File: src/rtl/engine_frame_sequencer.sv
// Frame sequencer: gains an input sample, dispatches it to all pipelines, waits for
// completion, then mixes the active pipeline output (with optional crossfade) to the output.
module engine_frame_sequencer #(
    parameter int data_width     = 16,
    parameter int n_pipelines    = 2,
    parameter int gain_shift     = 5,
    parameter int timeout_cycles = 4096,
    parameter int xfade_log2     = 6
) (
    input  logic                                clk,
    input  logic                                reset,
    input  logic [data_width-1:0]               in_sample,
    input  logic                                sample_ready,
    input  logic                                set_input_gain,
    input  logic [data_width-1:0]               input_gain,
    input  logic                                swap_req,
    input  logic [$clog2(n_pipelines)-1:0]      swap_target,
    input  logic                                clear_flags,
    input  logic [n_pipelines-1:0]              pipe_ready,
    input  logic [n_pipelines*data_width-1:0]   pipe_out,
    output logic [data_width-1:0]               pipe_in_sample,
    output logic                                pipe_tick,
    output logic [data_width-1:0]               out_sample,
    output logic                                out_valid,
    output logic                                ready,
    output logic                                overrun,
    output logic                                timeout,
    output logic [$clog2(n_pipelines)-1:0]      current_pipeline,
    output logic                                swapping,
    output logic [31:0]                         sample_ctr
);
    localparam int PW = $clog2(n_pipelines);
    localparam int PRW = 2 * data_width;
    localparam int MW = data_width + xfade_log2 + 1;
    localparam int KW = xfade_log2 + 1;
    localparam int CW = $clog2(timeout_cycles + 1);
    localparam logic [KW-1:0] L_LEN = KW'(1 << xfade_log2);
    localparam logic signed [PRW-1:0] SAT_MAX = {{(data_width+1){1'b0}}, {(data_width-1){1'b1}}};
    localparam logic signed [PRW-1:0] SAT_MIN = {{(data_width+1){1'b1}}, {(data_width-1){1'b0}}};

    localparam logic [2:0] S_IDLE     = 3'd0;
    localparam logic [2:0] S_GAIN     = 3'd1;
    localparam logic [2:0] S_DISPATCH = 3'd2;
    localparam logic [2:0] S_GUARD    = 3'd3;
    localparam logic [2:0] S_WAIT     = 3'd4;
    localparam logic [2:0] S_MIX      = 3'd5;
    localparam logic [2:0] S_OUTPUT   = 3'd6;

    logic [2:0]            state_q, state_d;
    logic [data_width-1:0] in_lat_q, in_lat_d;
    logic [data_width-1:0] gain_q, gain_d;
    logic [data_width-1:0] pin_q, pin_d;
    logic                  tick_q, tick_d;
    logic [data_width-1:0] mix_q, mix_d;
    logic [data_width-1:0] out_q, out_d;
    logic                  oval_q, oval_d;
    logic                  ready_q, ready_d;
    logic                  overrun_q, overrun_d;
    logic                  timeout_q, timeout_d;
    logic [PW-1:0]         cur_q, cur_d;
    logic [PW-1:0]         target_q, target_d;
    logic                  swapping_q, swapping_d;
    logic [KW-1:0]         k_q, k_d;
    logic [CW-1:0]         wcnt_q, wcnt_d;
    logic [31:0]           ctr_q, ctr_d;

    // Gain datapath: full-width signed product, arithmetic shift, clamp to sample range.
    logic signed [PRW-1:0] in_x, gain_x, prod, prod_sh;
    logic [data_width-1:0] gained;
    assign in_x    = {{data_width{in_lat_q[data_width-1]}}, in_lat_q};
    assign gain_x  = {{data_width{gain_q[data_width-1]}}, gain_q};
    assign prod    = in_x * gain_x;
    assign prod_sh = prod >>> gain_shift;
    assign gained  = (prod_sh > SAT_MAX) ? SAT_MAX[data_width-1:0] :
                     (prod_sh < SAT_MIN) ? SAT_MIN[data_width-1:0] : prod_sh[data_width-1:0];

    // Crossfade: weights (L-k) and k always sum to L, so the shifted result fits a sample.
    logic [data_width-1:0] a_smp, b_smp, xfade;
    logic signed [MW-1:0]  a_x, b_x, wa, wb, mix_sum, mix_sh;
    assign a_smp   = pipe_out[int'(cur_q)*data_width +: data_width];
    assign b_smp   = pipe_out[int'(target_q)*data_width +: data_width];
    assign a_x     = {{(MW-data_width){a_smp[data_width-1]}}, a_smp};
    assign b_x     = {{(MW-data_width){b_smp[data_width-1]}}, b_smp};
    assign wa      = {{(MW-KW){1'b0}}, L_LEN - k_q};
    assign wb      = {{(MW-KW){1'b0}}, k_q};
    assign mix_sum = a_x * wa + b_x * wb;
    assign mix_sh  = mix_sum >>> xfade_log2;
    assign xfade   = mix_sh[data_width-1:0];

    always_comb begin
        state_d    = state_q;
        in_lat_d   = in_lat_q;
        gain_d     = gain_q;
        pin_d      = pin_q;
        tick_d     = 1'b0;
        mix_d      = mix_q;
        out_d      = out_q;
        oval_d     = 1'b0;
        ready_d    = ready_q;
        overrun_d  = overrun_q;
        timeout_d  = timeout_q;
        cur_d      = cur_q;
        target_d   = target_q;
        swapping_d = swapping_q;
        k_d        = k_q;
        wcnt_d     = wcnt_q;
        ctr_d      = ctr_q;

        if (set_input_gain) gain_d = input_gain;
        // Clears come first so a same-cycle error event below re-sets the flag.
        if (clear_flags) begin
            overrun_d = 1'b0;
            timeout_d = 1'b0;
        end
        if (sample_ready && state_q != S_IDLE) overrun_d = 1'b1;
        if (swap_req && !swapping_q && swap_target != cur_q && int'(swap_target) < n_pipelines) begin
            swapping_d = 1'b1;
            target_d   = swap_target;
            k_d        = '0;
        end

        case (state_q)
            S_IDLE: if (sample_ready) begin
                in_lat_d = in_sample;
                ctr_d    = ctr_q + 32'd1;
                ready_d  = 1'b0;
                state_d  = S_GAIN;
            end
            S_GAIN: begin
                pin_d   = gained;
                state_d = S_DISPATCH;
            end
            S_DISPATCH: begin
                tick_d  = 1'b1;
                state_d = S_GUARD;
            end
            S_GUARD: begin
                wcnt_d  = '0;
                state_d = S_WAIT;
            end
            S_WAIT: begin
                if (&pipe_ready) begin
                    state_d = S_MIX;
                end else if (wcnt_q == CW'(timeout_cycles - 1)) begin
                    timeout_d = 1'b1;
                    oval_d    = 1'b1;
                    ready_d   = 1'b1;
                    state_d   = S_IDLE;
                end else begin
                    wcnt_d = wcnt_q + CW'(1);
                end
            end
            S_MIX: begin
                if (swapping_q) begin
                    mix_d = xfade;
                    if (k_q == L_LEN - KW'(1)) begin
                        cur_d      = target_q;
                        swapping_d = 1'b0;
                        k_d        = '0;
                    end else begin
                        k_d = k_q + KW'(1);
                    end
                end else begin
                    mix_d = a_smp;
                end
                state_d = S_OUTPUT;
            end
            S_OUTPUT: begin
                out_d   = mix_q;
                oval_d  = 1'b1;
                ready_d = 1'b1;
                state_d = S_IDLE;
            end
            default: state_d = S_IDLE;
        endcase
    end

    always_ff @(posedge clk) begin
        if (reset) begin
            state_q    <= S_IDLE;
            in_lat_q   <= '0;
            gain_q     <= data_width'(1 << gain_shift);
            pin_q      <= '0;
            tick_q     <= 1'b0;
            mix_q      <= '0;
            out_q      <= '0;
            oval_q     <= 1'b0;
            ready_q    <= 1'b1;
            overrun_q  <= 1'b0;
            timeout_q  <= 1'b0;
            cur_q      <= '0;
            target_q   <= '0;
            swapping_q <= 1'b0;
            k_q        <= '0;
            wcnt_q     <= '0;
            ctr_q      <= '0;
        end else begin
            state_q    <= state_d;
            in_lat_q   <= in_lat_d;
            gain_q     <= gain_d;
            pin_q      <= pin_d;
            tick_q     <= tick_d;
            mix_q      <= mix_d;
            out_q      <= out_d;
            oval_q     <= oval_d;
            ready_q    <= ready_d;
            overrun_q  <= overrun_d;
            timeout_q  <= timeout_d;
            cur_q      <= cur_d;
            target_q   <= target_d;
            swapping_q <= swapping_d;
            k_q        <= k_d;
            wcnt_q     <= wcnt_d;
            ctr_q      <= ctr_d;
        end
    end

    assign pipe_in_sample   = pin_q;
    assign pipe_tick        = tick_q;
    assign out_sample       = out_q;
    assign out_valid        = oval_q;
    assign ready            = ready_q;
    assign overrun          = overrun_q;
    assign timeout          = timeout_q;
    assign current_pipeline = cur_q;
    assign swapping         = swapping_q;
    assign sample_ctr       = ctr_q;
endmodule
File: config.mk
export PLATFORM = sky130hd
export DESIGN_NAME = engine_frame_sequencer
export DESIGN_NICKNAME = d
export VERILOG_FILES = /design/src/rtl/engine_frame_sequencer.sv
export SDC_FILE = /design/constraint.sdc
export NUM_CORES = 2
export LEC_CHECK = 0
export BUFFER_PORTS_ARGS = -buffer_cell sky130_fd_sc_hd__buf_2
export CAP_MARGIN = 10
export CORE_UTILIZATION = 45
export CTS_BUF_LIST = sky130_fd_sc_hd__clkbuf_8
export CTS_CLUSTER_SIZE = 25
export DETAILED_ROUTE_END_ITERATION = 8
export GPL_TIMING_DRIVEN = 0
export PLACE_DENSITY = 0.63
export SYNTH_ARGS = -nofsm -noshare
export SYNTH_HDL_FRONTEND = slang
export SYNTH_SLANG_ARGS = --single-unit
export TNS_END_PERCENT = 100
File: constraint.sdc
create_clock -name clk -period 9.9 [get_ports clk]
set_input_delay 1.485 -clock clk [delete_from_list [all_inputs] [get_ports clk]]
set_output_delay 1.485 -clock clk [all_outputs]
set_load 0.05 [all_outputs]
==> summary.md <==
| Metric | Value |
|---|---|
| H-tree levels | `4` |
| Post-Synthesis Cells | `2659` |
| Worst Tran Pin Value | `0.9841 ns` |
| Setup_tns | `0 ns` |
| Final Hold Viols | `0` |
| TritonCTS Sinks | `roughly 140` |
| Clock transition at path regs | `0.11 ns` |
| Number of setup buffers added after CTS | `0` |
| Sequential fraction of the synthesis area | `12.05%` |
| Critical Setup Path Class | `register to register` |
| Reg2Reg Setup Slack | `0.64 ns` |
| First-pass GRT wire length | `105000 microns` |
| PD cells | `98.26 mW/mm^2` |
| Synth Flop Type | `dfxtp_1` |
| Layout cells sized above 1 | `approximately 8.6%` |
| Number of flops mapped to enable cells by yosys | `0` |
| Largest net degree at the start of global routing | `19` |
| Number of max-cap violations | `0` |
| Async S/R FF share, synth | `0%` |
| Crit-path slowest cell | `xor2_1` |
| WP data arrival | `9.63 ns` |
| Achievable Freq | `107.9 MHz` |
| Crit path capture type | `register` |
| Dpl hpwl | `~55000 microns` |
| Seq cells post-synth | `between 100 and 150` |
| Initial antenna violation count | `0` |
| RR Startpoint | `k_q[0]$_SDFF_PP0_` |
| Fin. max-slew vios | `0` |
| Nets | `3501` |
| Syn Nets | `3341` |
| Core outline area | `0.05172 sq mm` |
| Area grow syn2layout | `8.327%` |
| Final worst path period share | `between 90 and 100%` |
| Vias in the first global route | `about 20000` |
| Worst R2R End | `mix_q[14]$_SDFFE_PP0P_` |
| Ranking of synthesized cells by area | `fa_1 38%, dfxtp_1 12%, ha_1 8.1%` |
| Most common cell after layout, fill and taps aside | `inv_1` |
| Placer Congestion | `0.9355` |
| Status | `finished, final reports clean` |
| Post-route DRC violation count | `0` |
| CTS root buf | `clkbuf_8` |
| Die height | `231.8 microns` |
| IO Port Bufs | `141` |
| Synthesized area | `0.02376 sq mm` |
| Total GRT Usage | `25.03%` |
| Clock buffer depth | `2` |
| Die Wd | `about 230 microns` |
| Drt total wl | `63920 microns` |
| Router iterations before antenna repair | `8` |
| Number of synthesis warnings | `0` |
| RSZ-0062 raised after global routing | `no` |
| Row count | `83` |
| Peak VDD IR | `0.00008952 V` |
| Num CTS Buffers | `17` |
| Crit path launch type | `register` |
| Top-area cell type share of the netlist area | `38.43%` |
| Final setup viols | `0` |
| CTS tree | `yes` |
| CP dominant cell by count | `fa_1` |
| Worst Skew | `about 0.021 ns` |
| Vias per cell | `5.205` |
| Cell depth of the worst flop-to-flop path | `26` |
| CP max stage delay | `slightly above 0.6 ns` |
| Post-CTS sizing | `0` |
| Worst skew pair latency | `0.47 ns` |
| Routed WL per cell | `between 15 and 20 microns` |
| Finished Core Util | `about half` |
| Mapped Avg Cell Area | `a little under 9 sq um` |
| Starting Density | `45.93%` |
| Die area | `0.05371 sq mm` |
| Yosys cell types | `86` |
| Worst endpoint required time | `10.27 ns` |
| Final Critical Period | `9.264 ns` |
| Antenna viol nets, final | `0` |
| CTS Hold Bufs | `0` |
| Grt ovf | `0` |
| Crit path launch | `k_q[0]$_SDFF_PP0_` |
| CP max FO | `10` |
| Antenna diodes | `0` |
| Pleak | `12.21 nW` |
| Most frequent cells in the layout | `502 x inv_1, 456 x fa_1, 327 x nand2_1` |
| Detailed-route via count | `approximately 18000` |
| IO Count | `144` |
| Initial DRC count | `893` |
| Post-synth top area cell | `fa_1` |
| Max-slew headroom | `33.47%` |
| Hold/Removal Path Class | `register to register` |
| Critical path endpoint | `mix_q[14]$_SDFFE_PP0P_` |
[final cells by class]
type / instances / area [sq um]
buffer: 103 / 478.0
clock buffer: 17 / 234.0
clock inverter: 15 / 187.7
fill: 5010 / 25980
inverter: 504 / 1892
multi-input combinational: 1909 / 18520
sequential: 143 / 2863
tap: 680 / 850.8
timing repair buffer: 141 / 705.7
[through the flow]
step           area [sq um]  setup slack (ns)  cells  hold WS [ns]  power, mW
6_report              25730            0.6360   3512        0.4352      2.528
3_3_place_gp          25310            0.7074   3480        0.4379      2.015
5_1_grt               25730            0.1255   3512        0.4702      2.736
2_1_floorplan         23760             2.610   2659        0.4323      1.671
4_1_cts               25730            0.5771   3512        0.4432      2.540
3_5_place_dp          25310            0.6108   3480        0.4470      2.030
[registers in the layout, summed over array words and instances, names as in the netlist]
register,cells
current_pipeline,1
pipe_tick,1
ready,1
k_q,7
pipe_in_sample,16
state_q,3
timeout,1
swapping,1
wcnt_q,13
overrun,1
gain_q,16
target_q,1
out_valid,1
sample_ctr,32
out_sample,16
in_lat_q,16
mix_q,16
[metal layers]
layer	wire (microns)	up-vias	global-route usage (%)
li1	-	8473	-
met1	26630	9173	32.35
met2	31670	527	43.37
met3	3856	108	3.942
met4	1764	0	6.641
met5	0	-	0
[critical path: cells and delay by family (launching register included)]
family	cells	cell delay [ns]
simple gates	2	0.27
fa+ha+maj	8	3.71
flops	1	0.35
xor+xnor	2	0.71
compound gates	7	1.93
buf+inv	7	2.18
[synthesized netlist by cell type (3+ instances only)]
| library cell | number |
|---|---|
| a311oi_1 | 5 |
| nand3b_1 | 5 |
| nor3_1 | 26 |
| nor4_1 | 3 |
| or3_1 | 13 |
| nand2b_1 | 20 |
| xor2_1 | 42 |
| and2_1 | 139 |
| ha_1 | 153 |
| o21bai_1 | 5 |
| buf_6 | 6 |
| inv_1 | 502 |
| mux2i_1 | 43 |
| nand2_1 | 327 |
| a211oi_2 | 12 |
| xnor2_1 | 57 |
| o21ai_0 | 34 |
| nand3_1 | 29 |
| o211ai_1 | 13 |
| o21ai_1 | 9 |
| nand2_2 | 10 |
| a21oi_1 | 94 |
| nor2b_1 | 85 |
| a211oi_1 | 19 |
| o21a_1 | 6 |
| and3_1 | 14 |
| o31ai_1 | 3 |
| nor2_1 | 186 |
| clkbuf_1 | 86 |
| nand4_1 | 12 |
| dfxtp_1 | 143 |
| a211o_1 | 4 |
| and4_1 | 5 |
| fa_1 | 456 |
| mux2_2 | 15 |
| a31oi_1 | 5 |
| a21o_1 | 13 |
[report_power, final]
part	internal [mW]	switching, mW
logic	0.514	0.855
clock network	0.195	0.297
registers	0.611	0.0561
[logic make-up after synthesis]
logic type	share of synthesized area (%)
simple gates	17.99
mux	2.523
xor+xnor	3.650
compound gates	7.321
fa+ha+maj	46.49
flops	12.05
buf+inv	9.976
[worst min-delay path by stage]
stage                               startpoint                    endpoint  slack [ns]  cells past startpoint
floorplan                mix_q[2]$_SDFFE_PP0P_  out_sample[2]$_SDFFE_PP0N_        0.43                      2
global placement         mix_q[8]$_SDFFE_PP0P_  out_sample[8]$_SDFFE_PP0N_        0.44                      2
detailed placement  out_sample[5]$_SDFFE_PP0N_  out_sample[5]$_SDFFE_PP0N_        0.45                      2
CTS                      mix_q[6]$_SDFFE_PP0P_  out_sample[6]$_SDFFE_PP0N_        0.44                      2
global route             mix_q[6]$_SDFFE_PP0P_  out_sample[6]$_SDFFE_PP0N_        0.47                      2
finish                   mix_q[6]$_SDFFE_PP0P_  out_sample[6]$_SDFFE_PP0N_        0.44                      2
No activity file was read; power rests on OpenSTA's default activity.
